<file path="src/rtl/ps2_rx.sv">
// PS/2 device-to-host receiver. It synchronizes the raw lines, samples data on
// falling clock edges, checks parity and stop bit, and aborts stalled frames.
//
// state  | meaning
// IDLE   | waiting for a start bit (falling edge with data low)
// DATA   | shifting in 8 data bits, LSB first
// PARITY | capturing the parity bit
// STOP   | capturing the stop bit, then the frame is evaluated
module ps2_rx #(
  parameter int TIMEOUT_CYCLES = 50000
) (
  input  logic       clk,
  input  logic       reset,
  input  logic       ps2_clk,
  input  logic       ps2_data,
  output logic [7:0] ps2_key_data,
  output logic       ps2_key_en,
  output logic       frame_err,
  output logic       rx_busy
);

  localparam int CNT_W = $clog2(TIMEOUT_CYCLES + 1);
  localparam logic [CNT_W-1:0] TO_MAX = CNT_W'(TIMEOUT_CYCLES);

  typedef enum logic [1:0] {IDLE, DATA, PARITY, STOP} state_t;

  state_t           state;
  logic             clk_s1, clk_s2, clk_prev;
  logic             data_s1, data_s2;
  logic [2:0]       bit_cnt;
  logic [7:0]       shreg;
  logic             parity_bit;
  logic [CNT_W-1:0] to_cnt;
  logic             fall;

  assign fall = clk_prev & ~clk_s2;

  always_ff @(posedge clk) begin
    if (reset) begin
      state        <= IDLE;
      clk_s1       <= 1'b1;
      clk_s2       <= 1'b1;
      clk_prev     <= 1'b1;
      data_s1      <= 1'b1;
      data_s2      <= 1'b1;
      bit_cnt      <= '0;
      shreg        <= '0;
      parity_bit   <= 1'b0;
      to_cnt       <= '0;
      ps2_key_data <= 8'h00;
      ps2_key_en   <= 1'b0;
      frame_err    <= 1'b0;
      rx_busy      <= 1'b0;
    end else begin
      clk_s1     <= ps2_clk;
      clk_s2     <= clk_s1;
      clk_prev   <= clk_s2;
      data_s1    <= ps2_data;
      data_s2    <= data_s1;
      ps2_key_en <= 1'b0;
      frame_err  <= 1'b0;

      if (state == IDLE) begin
        to_cnt <= '0;
        if (fall && !data_s2) begin
          state   <= DATA;
          bit_cnt <= '0;
          rx_busy <= 1'b1;
        end
      end else if (to_cnt == TO_MAX) begin
        // Stalled frame: drop whatever was collected so far.
        state     <= IDLE;
        to_cnt    <= '0;
        frame_err <= 1'b1;
        rx_busy   <= 1'b0;
      end else if (fall) begin
        to_cnt <= '0;
        case (state)
          DATA: begin
            shreg   <= {data_s2, shreg[7:1]};
            bit_cnt <= bit_cnt + 3'd1;
            if (bit_cnt == 3'd7) state <= PARITY;
          end
          PARITY: begin
            parity_bit <= data_s2;
            state      <= STOP;
          end
          default: begin
            state   <= IDLE;
            rx_busy <= 1'b0;
            if (data_s2 && (^{shreg, parity_bit})) begin
              ps2_key_data <= shreg;
              ps2_key_en   <= 1'b1;
            end else begin
              frame_err <= 1'b1;
            end
          end
        endcase
      end else begin
        to_cnt <= to_cnt + 1'b1;
      end
    end
  end

endmodule

</file>
<file path="config.mk">
export PLATFORM = sky130hd
export DESIGN_NAME = ps2_rx
export DESIGN_NICKNAME = d
export VERILOG_FILES = /design/src/rtl/ps2_rx.sv
export SDC_FILE = /design/constraint.sdc
export NUM_CORES = 1
export LEC_CHECK = 0
export ABC_AREA = 1
export BUFFER_PORTS_ARGS = -buffer_cell sky130_fd_sc_hd__buf_2
export CORE_AREA = 2 2 53 92
export DETAILED_ROUTE_END_ITERATION = 8
export DIE_AREA = 0 0 55 94
export PLACE_DENSITY = 0.71
export SYNTH_ARGS = -nofsm -noshare
export SYNTH_HDL_FRONTEND = slang
export SYNTH_SLANG_ARGS = --single-unit
</file>
<file path="constraint.sdc">
create_clock -name clk -period 2 [get_ports clk]
set_input_delay 0.2 -clock clk [delete_from_list [all_inputs] [get_ports clk]]
set_output_delay 0.2 -clock clk [all_outputs]
set_load 0.02 [all_outputs]
</file>
==> run_results.csv <==
group,metric,value,unit
critical_path,arrival,1.97,ns
clocking,clock-sinks,46,
route,ant_nets,0,
power_and_ir_drop,ir_worst_vdd,629,µV
synth,syn_area,0.00235,mm²
power_and_ir_drop,total_power,1.57,mW
layout,fin_area,0.00257,mm²
route,avgViaCountPerCell,5.20,
floorplan,die_x,55,µm
power_and_ir_drop,power_frac_comb,3.7,%
synth,syn-num-nets,341,
route,num_vias,2078,
synth,synthCells,329,
grt,grt_pass1_vias,1917,
synth,syn_area_per_cell,7.15,µm²
grt,grt_max_degree,18,
route,drc,0,
synth,yosysTopAreaCell,"dfxtp_1",
floorplan,ioPinCount,15,
layout,area_growth,9.21,%
layout,regArea,921,µm²
synth,synthArstFlopShare,0,%
synth,synth_cell_types,30,
route,wl_met3,132,µm
job,max_cap_viol_count,0,
layout,antenna_cells,0,
place,dpl_cell_area,0.00248,mm²
grt,grt_use_total,20.0,%
clocking,postCtsResizedCells,0,
power_and_ir_drop,p_leak,1.11,nW
min_path,hp-class,"in2reg",
critical_path,critical_path.startpoint_type,"flip-flop",
clocking,clock_latency,0.30,ns
sta,slew_violations,0,
critical_path,rrSetupSlack,0.25,ns
synth,ys_seq_area_share,39.2,%
sta,setup_viol,0,
clocking,cts_buffer_depth,2,
synth,synth_top_area_share,39.2,%
grt,grt_pass1_wl,7680,µm
route,met2_length,2360,µm
clocking,clkTransAtPathRegs,0.08,ns
critical_path,end_kind,"flip-flop",
route,drt_iter0_markers,58,
sta,finClkSkew,0.0113,ns
power_and_ir_drop,p_sw,347,µW
run_status,status,"complete, no violations",
route,wirelength_met1,1740,µm
route,firstDrtPassIters,4,
critical_path,cp_max_fo,15,
place,pre_cts_ws,0.265,ns
critical_path,cp.required,2.22,ns
clocking,cts-root-buf,"clkbuf_8",
layout,final_nets,360,
floorplan,num_rows,32,
synth,synth_warnings,0,
layout,final_common_cell,"nand2_1",
synth,ys_seq_elements,46,
critical_path,reg2reg_depth,7,
sta,fin_ws,0.255,ns
layout,final_layout_size_suffix_gt1_share,14.9,%
grt,overflow,0,
power_and_ir_drop,internal_power,1.22,mW
sta,rsz0062_at_grt,"false",
min_path,holdPathEnd,"data_s1$_SDFF_PP1_",
place,port_buffers,14,
clocking,numCtsBuffers,5,
floorplan,die_area,0.00517,mm²
route,wl_per_cell,11.1,µm
clocking,cts_setup_buffers,0,
sta,hold_viol_final,0,
power_and_ir_drop,pwr-share-seq,59.0,%
critical_path,r2r_start,"state[0]$_SDFFE_PP0P_",
place,post-dp-hpwl,3440,µm
power_and_ir_drop,swShare,22.1,%
power_and_ir_drop,clkPwrFrac,37.3,%
critical_path,rr_endpoint,"to_cnt[14]$_SDFF_PP0_",
route,wl,4440,µm
place,gp_congestion,0.862,
min_path,worstHoldStart,"ps2_data",
layout,mostFrequentLayoutCells,"nand2_1, dfxtp_1, inv_1",
floorplan,core,0.00440,mm²
layout,fill_cells,434,
grt,antenna_found_initial,0,
sta,finalCritPeriodShare,87.3,%
sta,final.setup.tns,0,ns
critical_path,path_class,"reg2reg",
sta,maxSlewHeadroom,79.0,%
floorplan,initial_core_util,53.4,%
synth,synth_area_leaders,"dfxtp_1, nand2_1, inv_1",
synth,synth_ff_type,"dfxtp_1",
clocking,ctsHoldBuffers,0,
floorplan,die_h,94,µm
min_path,hold_path_depth,2,
sta,max_clock_freq,0.573,GHz
sta,worst_pin_slew,0.314,ns
power_and_ir_drop,cellPowerDensity,610,mW/mm²
sta,timing.final.crit_period,1.75,ns
clocking,cts_tree,"done",
layout,multi_input_area,0.00121,mm²
synth,synth-edff-count,0,
route,dr.max_layer_used,"met4",
clocking,htreeDepth,2,
==> cell usage after synthesis (3+ instances only) <==
master and n:
nand2_1 80, dfxtp_1 46, inv_1 44, nor2_1 40
a21oi_1 24, nand3_1 15, nand4_1 14, o21ai_0 10
ha_1 8, nor3_1 6, or2_2 5, nand2_2 4
nor3_2 4, nor3b_1 4, clkbuf_1 3
==> sequential cells by signal, summed over array words and instances (netlist names), 2 cells and up <==
signal and flops:
shreg 8, to_cnt 16, bit_cnt 3, state 2, ps2_key_data 8
==> logic make-up (layout without fill, tap and decap cells) <==
kind of cell               after synthesis  after routing  share of synthesized area (%)
and+or+nand+nor                        179            179                           36.8
buffers and inverters                   52             72                           9.21
DFF                                     46             46                           39.2
AOI/OAI and AO/OA                       43             43                           10.2
adders and majority gates                8              8                           4.26
xor gates and xnor gates                 1              1                          0.373
==> stage by stage <==
stage / hold WS, ns / std cells / utilization (%)
2_1_floorplan: 0.304 / 329 / -
3_3_place_gp: 0.382 / 392 / 56.2
3_5_place_dp: 0.387 / 392 / 56.2
4_1_cts: 0.0751 / 400 / 58.3
5_1_grt: 0.0721 / 400 / 58.3
6_report: 0.0805 / 400 / 58.3
==> critical path, stage by stage, from the launching register on <==
cell and delay, ns:
dfxtp_1 0.36, inv_1 0.09, ha_1 0.29, inv_1 0.21, nand2_4 0.11, nor2_1 0.16
nand2_2 0.22, nor3b_1 0.24
==> layout make-up <==
class	instances	area share, %
Multi-Input combinational cell	231	47.3
Inverter	46	6.92
Clock inverter	1	0.195
Clock buffer	7	3.36
Tap cell	51	2.49
Sequential cell	46	35.9
Timing Repair Buffer	18	3.90
==> power by group through the flow <==
stage,clock [mW],sequential [mW],combinational [mW]
after floorplan,0,0.946,0.0438
after CTS,0.602,0.924,0.0587
after detailed placement,0,0.946,0.0587
final,0.584,0.924,0.0582
after global routing,0.628,0.926,0.0661
after global placement,0,0.946,0.0579
==> worst max path at each step <==
stage	startpoint	endpoint	depth (start not counted)
floorplan	state[0]$_SDFFE_PP0P_	ps2_key_data[0]$_SDFFE_PP0P_	9
global placement	state[0]$_SDFFE_PP0P_	to_cnt[14]$_SDFF_PP0_	7
detailed placement	state[0]$_SDFFE_PP0P_	to_cnt[14]$_SDFF_PP0_	7
CTS	state[0]$_SDFFE_PP0P_	to_cnt[14]$_SDFF_PP0_	7
global route	state[0]$_SDFFE_PP0P_	to_cnt[4]$_SDFF_PP0_	7
finish	state[0]$_SDFFE_PP0P_	to_cnt[14]$_SDFF_PP0_	7
==> metal layers <==
metal	global-route usage, %	vias up
met2	35.7	38
li1	-	1095
met1	19.7	930
met3	3.98	15
met5	0	-
met4	12.2	0
No activity file was read; power rests on OpenSTA's default activity.
